$ cat config.mk
export PLATFORM = sky130hd
export DESIGN_NAME = multicycle_controller_flat
export DESIGN_NICKNAME = d
export VERILOG_FILES = /design/src/rtl/multicycle_controller_if.sv /design/src/rtl/multicycle_controller.sv /design/src/flat_wrapper.sv
export SDC_FILE = /design/constraint.sdc
export NUM_CORES = 1
export LEC_CHECK = 0
export CORE_UTILIZATION = 40
export CTS_BUF_LIST = sky130_fd_sc_hd__clkbuf_16
export CTS_CLUSTER_SIZE = 20
export DETAILED_ROUTE_END_ITERATION = 8
export PLACE_DENSITY = 0.89
export SLEW_MARGIN = 40
export SYNTH_ARGS = -nofsm -noshare
export SYNTH_HDL_FRONTEND = slang
export SYNTH_SLANG_ARGS = --single-unit
$ cat constraint.sdc
create_clock -name clk -period 4.4 [get_ports clk]
set_clock_uncertainty 0.2 [all_clocks]
set_input_delay 0.88 -clock clk [delete_from_list [all_inputs] [get_ports clk]]
set_output_delay 0.88 -clock clk [all_outputs]
set_load 0.005 [all_outputs]
$ cat src/rtl/multicycle_controller_if.sv
// Control bus between the multicycle controller and its datapath.
// master = datapath side, slave = controller side.
interface multicycle_controller_if;
  logic [5:0] op;
  logic [5:0] funct;
  logic       zero;
  logic       mem_ready;
  logic       pcen;
  logic       iord;
  logic       memwrite;
  logic       memread;
  logic       irwrite;
  logic       regdst;
  logic       memtoreg;
  logic       regwrite;
  logic       alusrca;
  logic [1:0] alusrcb;
  logic [1:0] pcsrc;
  logic [2:0] alucontrol;
  logic       illegal;
  logic [3:0] state;

  modport master (
    output op, funct, zero, mem_ready,
    input  pcen, iord, memwrite, memread, irwrite, regdst, memtoreg, regwrite,
           alusrca, alusrcb, pcsrc, alucontrol, illegal, state
  );

  modport slave (
    input  op, funct, zero, mem_ready,
    output pcen, iord, memwrite, memread, irwrite, regdst, memtoreg, regwrite,
           alusrca, alusrcb, pcsrc, alucontrol, illegal, state
  );
endinterface

$ cat src/rtl/multicycle_controller.sv
// Moore sequencing FSM for the multicycle MIPS datapath: fetch/decode/execute/
// memory/writeback walk with a mem_ready stall handshake.
module multicycle_controller #(
  parameter bit MEM_WAIT_EN = 1'b1
) (
  input  logic                   clk,
  input  logic                   reset,
  multicycle_controller_if.slave bus
);

  typedef enum logic [3:0] {
    S_FETCH    = 4'd0,
    S_DECODE   = 4'd1,
    S_MEMADR   = 4'd2,
    S_MEMRD    = 4'd3,
    S_MEMWB    = 4'd4,
    S_MEMWR    = 4'd5,
    S_EXECUTE  = 4'd6,
    S_ALUWB    = 4'd7,
    S_BRANCH   = 4'd8,
    S_ADDIEXEC = 4'd9,
    S_ADDIWB   = 4'd10,
    S_JUMP     = 4'd11
  } state_e;

  typedef enum logic [1:0] {
    AOP_NONE  = 2'd0,
    AOP_ADD   = 2'd1,
    AOP_SUB   = 2'd2,
    AOP_FUNCT = 2'd3
  } aluop_e;

  localparam logic [5:0] OP_RTYPE = 6'b000000;
  localparam logic [5:0] OP_LW    = 6'b100011;
  localparam logic [5:0] OP_SW    = 6'b101011;
  localparam logic [5:0] OP_BEQ   = 6'b000100;
  localparam logic [5:0] OP_ADDI  = 6'b001000;
  localparam logic [5:0] OP_J     = 6'b000010;

  state_e state_q, state_d;
  logic   is_sw_q, is_sw_d;

  logic       ready;
  logic       pcwrite, branch;
  logic       iord, memwrite, memread, irwrite, regdst, memtoreg, regwrite, alusrca, illegal;
  logic [1:0] alusrcb, pcsrc;
  logic [2:0] alucontrol;
  aluop_e     aluop;

  assign ready = MEM_WAIT_EN ? bus.mem_ready : 1'b1;

  always_ff @(posedge clk or negedge reset) begin
    if (!reset) begin
      state_q <= S_FETCH;
      is_sw_q <= 1'b0;
    end else begin
      state_q <= state_d;
      is_sw_q <= is_sw_d;
    end
  end

  always_comb begin
    state_d  = state_q;
    is_sw_d  = is_sw_q;
    pcwrite  = 1'b0;
    branch   = 1'b0;
    iord     = 1'b0;
    memwrite = 1'b0;
    memread  = 1'b0;
    irwrite  = 1'b0;
    regdst   = 1'b0;
    memtoreg = 1'b0;
    regwrite = 1'b0;
    alusrca  = 1'b0;
    alusrcb  = 2'b00;
    pcsrc    = 2'b00;
    illegal  = 1'b0;
    aluop    = AOP_NONE;
    unique case (state_q)
      S_FETCH: begin
        memread = 1'b1;
        irwrite = ready;
        pcwrite = ready;
        alusrcb = 2'b01;
        aluop   = AOP_ADD;
        if (ready) state_d = S_DECODE;
      end
      S_DECODE: begin
        alusrcb = 2'b11;
        aluop   = AOP_ADD;
        // lw/sw choice is latched here so MEMADR never looks at op again
        is_sw_d = (bus.op == OP_SW);
        unique case (bus.op)
          OP_LW, OP_SW: state_d = S_MEMADR;
          OP_RTYPE:     state_d = S_EXECUTE;
          OP_BEQ:       state_d = S_BRANCH;
          OP_ADDI:      state_d = S_ADDIEXEC;
          OP_J:         state_d = S_JUMP;
          default: begin
            illegal = 1'b1;
            state_d = S_FETCH;
          end
        endcase
      end
      S_MEMADR, S_ADDIEXEC: begin
        alusrca = 1'b1;
        alusrcb = 2'b10;
        aluop   = AOP_ADD;
        if (state_q == S_ADDIEXEC) state_d = S_ADDIWB;
        else                       state_d = is_sw_q ? S_MEMWR : S_MEMRD;
      end
      S_MEMRD: begin
        memread = 1'b1;
        iord    = 1'b1;
        if (ready) state_d = S_MEMWB;
      end
      S_MEMWR: begin
        memwrite = 1'b1;
        iord     = 1'b1;
        if (ready) state_d = S_FETCH;
      end
      S_MEMWB: begin
        regwrite = 1'b1;
        memtoreg = 1'b1;
        state_d  = S_FETCH;
      end
      S_EXECUTE: begin
        alusrca = 1'b1;
        aluop   = AOP_FUNCT;
        state_d = S_ALUWB;
      end
      S_ALUWB: begin
        regwrite = 1'b1;
        regdst   = 1'b1;
        state_d  = S_FETCH;
      end
      S_BRANCH: begin
        alusrca = 1'b1;
        aluop   = AOP_SUB;
        branch  = 1'b1;
        pcsrc   = 2'b01;
        state_d = S_FETCH;
      end
      S_ADDIWB: begin
        regwrite = 1'b1;
        state_d  = S_FETCH;
      end
      S_JUMP: begin
        pcsrc   = 2'b10;
        pcwrite = 1'b1;
        state_d = S_FETCH;
      end
      default: state_d = S_FETCH;
    endcase
  end

  always_comb begin
    alucontrol = 3'b000;
    unique case (aluop)
      AOP_ADD: alucontrol = 3'b010;
      AOP_SUB: alucontrol = 3'b110;
      AOP_FUNCT: begin
        unique case (bus.funct)
          6'b100010: alucontrol = 3'b110;
          6'b100100: alucontrol = 3'b000;
          6'b100101: alucontrol = 3'b001;
          6'b101010: alucontrol = 3'b111;
          default:   alucontrol = 3'b010;
        endcase
      end
      default: alucontrol = 3'b000;
    endcase
  end

  // Strobes are gated by reset so an asserted reset kills them mid-cycle,
  // before the state register has even been touched by a clock edge.
  assign bus.pcen       = reset & (pcwrite | (branch & bus.zero));
  assign bus.iord       = reset & iord;
  assign bus.memwrite   = reset & memwrite;
  assign bus.memread    = reset & memread;
  assign bus.irwrite    = reset & irwrite;
  assign bus.regdst     = reset & regdst;
  assign bus.memtoreg   = reset & memtoreg;
  assign bus.regwrite   = reset & regwrite;
  assign bus.alusrca    = reset & alusrca;
  assign bus.illegal    = reset & illegal;
  assign bus.alusrcb    = reset ? alusrcb : 2'b00;
  assign bus.pcsrc      = reset ? pcsrc : 2'b00;
  assign bus.alucontrol = reset ? alucontrol : 3'b000;
  assign bus.state      = state_q;

endmodule

$ cat src/flat_wrapper.sv
// flat-port wrapper written by rule: the top's interface ports become plain ports
module multicycle_controller_flat 
#(
  parameter bit MEM_WAIT_EN = 1'b1
)
  (clk, reset, bus_op, bus_funct, bus_zero, bus_mem_ready, bus_pcen, bus_iord, bus_memwrite, bus_memread, bus_irwrite, bus_regdst, bus_memtoreg, bus_regwrite, bus_alusrca, bus_alusrcb, bus_pcsrc, bus_alucontrol, bus_illegal, bus_state);
  multicycle_controller_if bus_i ();
  input  logic clk;
  input  logic reset;
  input wire logic [$bits(bus_i.op)-1:0] bus_op;
  input wire logic [$bits(bus_i.funct)-1:0] bus_funct;
  input wire logic [$bits(bus_i.zero)-1:0] bus_zero;
  input wire logic [$bits(bus_i.mem_ready)-1:0] bus_mem_ready;
  output wire logic [$bits(bus_i.pcen)-1:0] bus_pcen;
  output wire logic [$bits(bus_i.iord)-1:0] bus_iord;
  output wire logic [$bits(bus_i.memwrite)-1:0] bus_memwrite;
  output wire logic [$bits(bus_i.memread)-1:0] bus_memread;
  output wire logic [$bits(bus_i.irwrite)-1:0] bus_irwrite;
  output wire logic [$bits(bus_i.regdst)-1:0] bus_regdst;
  output wire logic [$bits(bus_i.memtoreg)-1:0] bus_memtoreg;
  output wire logic [$bits(bus_i.regwrite)-1:0] bus_regwrite;
  output wire logic [$bits(bus_i.alusrca)-1:0] bus_alusrca;
  output wire logic [$bits(bus_i.alusrcb)-1:0] bus_alusrcb;
  output wire logic [$bits(bus_i.pcsrc)-1:0] bus_pcsrc;
  output wire logic [$bits(bus_i.alucontrol)-1:0] bus_alucontrol;
  output wire logic [$bits(bus_i.illegal)-1:0] bus_illegal;
  output wire logic [$bits(bus_i.state)-1:0] bus_state;
  assign bus_i.op = bus_op;
  assign bus_i.funct = bus_funct;
  assign bus_i.zero = bus_zero;
  assign bus_i.mem_ready = bus_mem_ready;
  assign bus_pcen = bus_i.pcen;
  assign bus_iord = bus_i.iord;
  assign bus_memwrite = bus_i.memwrite;
  assign bus_memread = bus_i.memread;
  assign bus_irwrite = bus_i.irwrite;
  assign bus_regdst = bus_i.regdst;
  assign bus_memtoreg = bus_i.memtoreg;
  assign bus_regwrite = bus_i.regwrite;
  assign bus_alusrca = bus_i.alusrca;
  assign bus_alusrcb = bus_i.alusrcb;
  assign bus_pcsrc = bus_i.pcsrc;
  assign bus_alucontrol = bus_i.alucontrol;
  assign bus_illegal = bus_i.illegal;
  assign bus_state = bus_i.state;
  multicycle_controller #(.MEM_WAIT_EN(MEM_WAIT_EN)) u_core (.clk(clk), .reset(reset), .bus(bus_i));
endmodule
==> results of run 1 <==
-- flip-flops by register name (all words and copies together), names as in the netlist --
name and count:
u_core.is_sw_q 1, u_core.bus.state 4
-- worst max-delay path, cell delays in order --
cell	delay (ns)
clkdlybuf4s50_1	0.44
or4_4	0.57
o2111a_1	0.26
clkdlybuf4s50_1	0.44
-- layout make-up --
type / count / area share, %
multi-input combinational: 86 / 45.8
timing repair buffer: 37 / 32.8
sequential: 5 / 11.2
clock buffer: 3 / 6.70
tap: 16 / 1.79
inverter: 4 / 1.34
clock inverter: 1 / 0.335
-- through the flow --
step	area [um2]	setup WS (ns)	instances
2_1_floorplan	688	1.64	103
3_3_place_gp	1040	0.745	148
3_5_place_dp	1040	0.723	148
4_1_cts	1120	0.716	152
5_1_grt	1120	0.661	152
6_report	1120	0.725	152
-- report_power, final --
group	leakage, nW	internal [mW]	switching (mW)
clock	0.0423	0.118	0.0295
sequential	0.0675	0.0555	0.0466
combinational	0.320	0.119	0.0840
-- metal layers --
layer | track usage, % | wire length, um | vias up
li1 | - | - | 439
met2 | 38.2 | 959 | 23
met5 | 0 | 0 | -
met4 | 1.88 | 0 | 0
met1 | 29.9 | 879 | 401
met3 | 7.50 | 84 | 0
-- kinds of logic (layout without fill, tap and decap cells) --
kind of cell | Yosys count | after routing | share of synthesized area (%)
multiplexers | 2 | 2 | 3.09
AND/OR/NAND/NOR | 60 | 60 | 46.7
buffers and inverters | 12 | 45 | 7.27
AO/OA/AOI/OAI | 21 | 21 | 20.9
flip-flops | 5 | 5 | 18.2
XOR/XNOR | 3 | 3 | 3.82
-- cells in the final DEF, fill, tap and decap left out, types with 3 or more instances in the layout --
cell type	Yosys	routed
nand2_1	10	10
clkdlybuf4s50_1	0	36
clkbuf_16	0	3
nand3_1	5	5
nor3_1	8	8
o21ai_0	3	3
a31oi_1	3	3
dfrtp_1	5	5
nor2_1	15	15
a21oi_1	6	6
nand2b_1	3	3
inv_1	4	5
nor2b_1	4	4
-- path summary, 6_finish.rpt --
| kind | start | to | cells after the start |
|---|---|---|---|
| hold / removal | u_core.is_sw_q | u_core.is_sw_q | 2 |
| hold reg to reg | u_core.is_sw_q | u_core.is_sw_q | 2 |
| setup reg to reg | u_core.bus.state[1] | u_core.bus.state[2] | 4 |
| setup / recovery | bus_op[1] | bus_illegal | 4 |
| min in group asynchronous | reset | u_core.bus.state[1] | 2 |
| max in group asynchronous | reset | u_core.bus.state[3] | 2 |
==> run_results.csv, run 1 <==
group,metric,value,unit
detailed_routing,wl_per_cell,12.7,um
floorplanning,placementRows,14,
global_route,grt_pass1_wl,3230,um
logic_synthesis,synth_area_leader_cell,"dfrtp_1",
logic_synthesis,syn_area,688,um2
global_route,track_usage,22.8,%
logic_synthesis,syn-instance-count,103,
logic_synthesis,synth_edf_count,0,
timing,final_hold_viol_count,0,
status,violations,"design-rule violations",
worst_setup_path,end_kind,"primary output",
timing,rsz0062_at_grt,"false",
clock_tree,cts_made_buffers,3,
logic_synthesis,syn_avg_cell_area,6.68,um2
clock_tree,cts_resized,0,
worst_setup_path,critPathRequiredTime,3.32,ns
finish,seqCellArea,125,um2
logic_synthesis,synth_nets,119,
logic_synthesis,synthArstFlopShare,100,%
clock_tree,cts_buffer_depth,2,
timing,report.final.slew_viol_count,0,
timing,worst_slew_pin_slew,0.569,ns
floorplanning,die_x,43.5,um
detailed_routing,wl,1920,um
clock_tree,postCtsSetupBuffers,0,
logic_synthesis,ys.flop_type,"dfrtp_1",
finish,syn_to_final_growth,62.7,%
pwr,p_leak,0.430,nW
timing,timing.fmax,0.272,GHz
logic_synthesis,synth_common_cells,"nor2_1, nand2_1, nor3_1",
logic_synthesis,yosysUniqueCellTypes,38,
floorplanning,coreArea,1560,um2
logic_synthesis,seq_area_frac_synth,18.2,%
timing,min_period,3.68,ns
global_route,grt_max_degree,19,
worst_setup_path,reg2reg_slack,2.57,ns
worst_setup_path,crit_fanout,3,
global_route,grt_pass1_vias,731,
detailed_routing,firstDrtPassIters,6,
min_path,hold_class,"reg -> reg",
pwr,p_per_area,404,nW/um2
finish,postLayoutCoreUtil,71.8,%
pwr,vdd_drop_max,0.000391,V
timing,finalSetupViolCount,0,
floorplanning,die-area,1890,um2
floorplanning,ioPinCount,37,
detailed_routing,drc_errors,6,
timing,hold_ws,0.297,ns
timing,maxSlewHeadroom,62.0,%
global_route,grt_overflow,0,
detailed_routing,detail_route.iter0.violations,21,
logic_synthesis,synth_warnings,0,
logic_synthesis,synth_area_leaders,"dfrtp_1, nor2_1, nor3_1",
finish,drive_gt1_share,7.35,%
logic_synthesis,synth_top_area_share,18.2,%
clock_tree,cts_sinks,5,
clock_tree,cts_tree,"built",
finish,nNetsFinal,153,
timing,tns,0,ns
pwr,fin_total_pwr,452,uW
flow_run,cap_viol_max_count,0,
detailed_routing,detail_route.vias_per_cell,5.68,
finish,fill_cells,128,
clock_tree,cts_hold_buf,0,
floorplanning,initial_core_util,44.1,%
logic_synthesis,ys_seq_elements,5,
detailed_routing,vias,863,
clock_tree,clk_latency,0.23,ns
detailed_routing,drtAntennaViolNets,0,
status,outcome,"complete, but fails checks",
placed_design,io_buffers,36,
logic_synthesis,synth.most_common_cell,"nor2_1",
worst_setup_path,worstSetupPathType,"in -> out",
worst_setup_path,critPathArrivalTime,2.60,ns
timing,final.period_utilization,83.5,%
clock_tree,clkTransAtPathRegs,0.03,ns
worst_setup_path,critPathLaunchType,"primary input",
placed_design,post-dp-hpwl,1450,um
clock_tree,root_buffer,"clkbuf_16",
clock_tree,htree_levels,1,
placed_design,place_congestion,0.793,
floorplanning,fp.dieH,43.5,um
finish,antenna_cells,0,
finish,multi_input_area,513,um2
global_route,antenna_found_initial,0,
No activity file was read; power rests on OpenSTA's default activity.
==> inputs of run 2 (changes only) <==
--- a/config.mk
+++ b/config.mk
@@ -5,11 +5,11 @@
 export SDC_FILE = /design/constraint.sdc
 export NUM_CORES = 1
 export LEC_CHECK = 0
-export CORE_UTILIZATION = 40
+export CORE_UTILIZATION = 35
 export CTS_BUF_LIST = sky130_fd_sc_hd__clkbuf_16
 export CTS_CLUSTER_SIZE = 20
 export DETAILED_ROUTE_END_ITERATION = 8
-export PLACE_DENSITY = 0.89
+export PLACE_DENSITY = 0.83
 export SLEW_MARGIN = 40
 export SYNTH_ARGS = -nofsm -noshare
 export SYNTH_HDL_FRONTEND = slang
==> constraint.sdc (replaced) <==
create_clock -name clk -period 3.3 [get_ports clk]
set_clock_uncertainty 0.2 [all_clocks]
set_input_delay 0.66 -clock clk [delete_from_list [all_inputs] [get_ports clk]]
set_output_delay 0.66 -clock clk [all_outputs]
set_load 0.005 [all_outputs]
==> run_results.csv, run 2 (same netlist as run 1, synthesis figures left out) <==
group,metric,value,unit
status,outcome,"finished clean",
clock_tree,root_buffer,"clkbuf_16",
pwr,p_per_area,532,nW/um2
clock_tree,clk_latency,0.23,ns
finish,antenna_cells,0,
global_route,grt.busiest_layer,"met2",
timing,worst_slew_pin_slew,0.575,ns
clock_tree,cts_tree,"built",
pwr,vdd_drop_max,0.000310,V
clock_tree,cts_made_buffers,3,
clock_tree,postCtsSetupBuffers,0,
floorplanning,coreArea,1780,um2
worst_setup_path,critPathArrivalTime,2.39,ns
placed_design,io_buffers,36,
detailed_routing,vias,888,
min_path,hold_class,"reg -> reg",
floorplanning,ioPinCount,37,
global_route,grt_max_degree,19,
floorplanning,fp.dieH,46.3,um
clock_tree,htree_levels,1,
worst_setup_path,end_kind,"primary output",
timing,tns,0,ns
global_route,grt_use_met1,23.6,%
global_route,grtUsageMet3,4.31,%
global_route,grt_util_met2,38.9,%
worst_setup_path,crit_fanout,4,
timing,timing.fmax,0.308,GHz
detailed_routing,drtAntennaViolNets,0,
timing,maxSlewHeadroom,61.7,%
clock_tree,cts_sinks,5,
timing,final.period_utilization,98.4,%
global_route,grt_pass1_vias,794,
floorplanning,placementRows,15,
finish,drive_gt1_share,10.9,%
detailed_routing,wl_per_cell,13.0,um
detailed_routing,wl,2120,um
global_route,track_usage,21.6,%
finish,syn_to_final_growth,68.2,%
timing,rsz0062_at_grt,"false",
finish,nNetsFinal,155,
timing,report.final.slew_viol_count,0,
placed_design,post_dp_cell_area,1070,um2
global_route,grt_pass1_wl,3360,um
global_route,antenna_found_initial,0,
floorplanning,die-area,2150,um2
floorplanning,die_x,46.3,um
finish,largest_reg_flops,4,
global_route,grt_overflow,0,
finish,final_common_cell,"clkdlybuf4s50_1",
clock_tree,cts_hold_buf,0,
floorplanning,initial_core_util,38.6,%
detailed_routing,drc_errors,0,
clock_tree,clkTransAtPathRegs,0.03,ns
timing,finalSetupViolCount,0,
finish,final_cell_mix,"clkdlybuf4s50_1, nor2_1, nand2_1, nor3_1, a21oi_1",
timing,min_period,3.25,ns
worst_setup_path,critPathLaunchType,"primary input",
clock_tree,cts_resized,0,
detailed_routing,detail_route.iter0.violations,19,
finish,postLayoutCoreUtil,64.9,%
finish,fin_area,1160,um2
clock_tree,cts_buffer_depth,2,
timing,final_hold_viol_count,0,
placed_design,place_congestion,0.787,
detailed_routing,detail_route.vias_per_cell,5.45,
detailed_routing,firstDrtPassIters,4,
flow_run,cap_viol_max_count,0,
pwr,p_leak,0.449,nW
placed_design,post-dp-hpwl,1660,um
worst_setup_path,worstSetupPathType,"in -> out",
worst_setup_path,critPathRequiredTime,2.44,ns
==> run 2: cell types whose count changed in the layout (fill, tap and decap cells not counted), sizes merged <==
cell           change
clkdlybuf4s50      -1
buf                +2
clkinv             +1
dlymetal6s2s       +1
inv                -1
==> run 2: per-layer routing <==
| metal | vias up | part of all wire, % |
|---|---|---|
| li1 | 442 | - |
| met1 | 406 | 39 |
| met2 | 37 | 52 |
| met3 | 3 | 6.8 |
| met4 | 0 | 1.4 |
| met5 | - | 0 |
==> run 2: layout make-up <==
cell class / instances / area [um2]
Multi-Input combinational cell: 86 / 520
Fill cell: 163 / 626
Clock inverter: 1 / 5.00
Tap cell: 25 / 31.3
Timing Repair Buffer: 39 / 385
Inverter: 4 / 15.0
Sequential cell: 5 / 125
Clock buffer: 3 / 75.1
==> run 2: power breakdown <==
| part | internal, mW | switching (mW) |
|---|---|---|
| Clock | 0.159 | 0.0453 |
| Combinational | 0.160 | 0.117 |
| Sequential | 0.0740 | 0.0613 |
==> run 2: metrics by stage <==
step | total power [mW] | setup WS, ns | hold slack, ns | std cells
global route | 0.655 | 0.00907 | 0.357 | 163
detailed placement | 0.412 | 0.0333 | 0.295 | 159
floorplan | 0.275 | 0.984 | 0.164 | 103
CTS | 0.615 | 0.0301 | 0.312 | 163
global placement | 0.402 | 0.0850 | 0.289 | 159
finish | 0.616 | 0.0521 | 0.305 | 163
==> run 2: path summary, 6_finish.rpt <==
path / from / end / slack (ns) / cells after the start
max reg2reg: u_core.bus.state[1] / u_core.bus.state[2] / 1.44 / 4
min: u_core.is_sw_q / u_core.is_sw_q / 0.30 / 2
max: bus_op[0] / bus_illegal / 0.05 / 4
min in group asynchronous: reset / u_core.bus.state[1] / 0.63 / 2
max in group asynchronous: reset / u_core.bus.state[2] / 2.15 / 2
min reg2reg: u_core.is_sw_q / u_core.is_sw_q / 0.30 / 2
==> run 2: critical path, cell delays in order <==
cell,delay (ns)
clkdlybuf4s50_1,0.46
or4_4,0.56
o2111a_1,0.26
clkdlybuf4s50_1,0.44
==> inputs of run 3 (changes only) <==
--- a/config.mk
+++ b/config.mk
@@ -10,6 +10,7 @@
 export CTS_CLUSTER_SIZE = 20
 export DETAILED_ROUTE_END_ITERATION = 8
 export PLACE_DENSITY = 0.83
+export SETUP_SLACK_MARGIN = 0.2
 export SLEW_MARGIN = 40
 export SYNTH_ARGS = -nofsm -noshare
 export SYNTH_HDL_FRONTEND = slang
==> run_results.csv, run 3 (same netlist as run 1, synthesis figures left out) <==
group,metric,value,unit
global_route,grt_max_degree,19,
clock_tree,cts_buffer_depth,2,
finish,syn_to_final_growth,67.6,%
worst_setup_path,critPathRequiredTime,2.44,ns
detailed_routing,drc_errors,0,
pwr,vdd_drop_max,0.000310,V
timing,hold_ws,0.304,ns
finish,antenna_cells,0,
floorplanning,fp.dieH,46.3,um
global_route,track_usage,22.1,%
finish,final_cell_mix,"clkdlybuf4s50_1, nor2_1, nand2_1, nor3_1, a21oi_1",
timing,worst_slew_pin_slew,0.529,ns
detailed_routing,wl_per_cell,12.9,um
finish,drive_gt1_share,11.5,%
timing,final.period_utilization,91.1,%
detailed_routing,vias,884,
clock_tree,clkTransAtPathRegs,0.03,ns
min_path,hold_class,"reg -> reg",
detailed_routing,detail_route.vias_per_cell,5.39,
timing,finalSetupViolCount,0,
floorplanning,die_x,46.3,um
global_route,antenna_found_initial,0,
clock_tree,cts_made_buffers,3,
clock_tree,root_buffer,"clkbuf_16",
floorplanning,ioPinCount,37,
detailed_routing,detail_route.iter0.violations,17,
placed_design,place_ws,0.0333,ns
placed_design,place_inst,159,
timing,min_period,3.01,ns
pwr,p_leak,0.457,nW
worst_setup_path,end_kind,"primary output",
floorplanning,die-area,2150,um2
clock_tree,htree_levels,1,
pwr,fin_total_pwr,612,uW
global_route,grt_pass1_vias,807,
global_route,grt_overflow,0,
placed_design,post_dp_cell_area,1070,um2
detailed_routing,firstDrtPassIters,4,
worst_setup_path,cp_cell_sequence,"clkdlybuf4s50_1 -> or4_4 -> o2111a_1 -> dlygate4sd2_1",
worst_setup_path,crit_fanout,2,
detailed_routing,wl,2120,um
finish,fill_cells,163,
timing,setup_slack,0.293,ns
finish,largest_reg_flops,4,
worst_setup_path,cp_slowest_cell,"or4_4",
clock_tree,clk_latency,0.23,ns
worst_setup_path,critPathArrivalTime,2.15,ns
timing,final_hold_viol_count,0,
detailed_routing,drtAntennaViolNets,0,
placed_design,place_congestion,0.787,
worst_setup_path,max_stage_delay,0.55,ns
finish,final_common_cell,"clkdlybuf4s50_1",
pwr,p_per_area,531,nW/um2
timing,tns,0,ns
finish,nNetsFinal,156,
worst_setup_path,critPathLaunchType,"primary input",
timing,maxSlewHeadroom,64.7,%
flow_run,cap_viol_max_count,0,
placed_design,post-dp-hpwl,1660,um
worst_setup_path,worstSetupPathType,"in -> out",
timing,rsz0062_at_grt,"false",
clock_tree,cts_sinks,5,
timing,timing.fmax,0.333,GHz
timing,report.final.slew_viol_count,0,
global_route,grt_pass1_wl,3420,um
clock_tree,cts_tree,"built",
floorplanning,placementRows,15,
status,outcome,"finished clean",
finish,final_cells,164,
placed_design,io_buffers,36,
finish,postLayoutCoreUtil,64.7,%
finish,fin_area,1150,um2
floorplanning,initial_core_util,38.6,%
floorplanning,coreArea,1780,um2
run 3: where the power goes:
part	leakage [nW]	switching [mW]	total (mW)	internal, mW
Clock	0.0409	0.0451	0.204	0.159
Sequential	0.0660	0.0599	0.135	0.0748
Combinational	0.350	0.116	0.274	0.157
run 3: critical path: cells and delay by family:
kind / cells / cell delay [ns]
AOI/OAI and AO/OA: 1 / 0.26
buffers and inverters: 2 / 0.68
and+or+nand+nor: 1 / 0.55
run 3: worst paths after layout:
check                               startpoint                   to  slack [ns]  depth (start not counted)
max reg2reg                u_core.bus.state[0]  u_core.bus.state[2]        1.48                          4
max in group asynchronous                reset  u_core.bus.state[1]        2.14                          2
min in group asynchronous                reset  u_core.bus.state[1]        0.62                          2
max                                  bus_op[4]          bus_illegal        0.29                          4
min                             u_core.is_sw_q       u_core.is_sw_q        0.30                          2
min reg2reg                     u_core.is_sw_q       u_core.is_sw_q        0.30                          2
run 3: layout make-up:
class / count / area [um2] / share of cell area, %
clock buffer: 3 / 75.1 / 6.51
clock inverter: 1 / 5.00 / 0.434
inverter: 4 / 15.0 / 1.30
multi-input combinational: 86 / 515 / 44.7
sequential: 5 / 126 / 11.0
tap: 25 / 31.3 / 2.71
timing repair buffer: 40 / 385 / 33.4
run 3: metal layers:
metal  wire [um]  share of wire (%)  global-route usage, %
met5           0                  0                      0
met4          30                1.4                   10.6
met3         143                6.8                   4.31
met2        1130                 53                   40.3
met1         818                 39                   23.9
run 3: timing repair:
action | in CTS | in global routing
pin swaps | 1 | 0
hold buffers | 0 | 0
setup buffers | 1 | 0
endpoints found under the setup margin | 3 | 1
resized for setup | 6 | 1
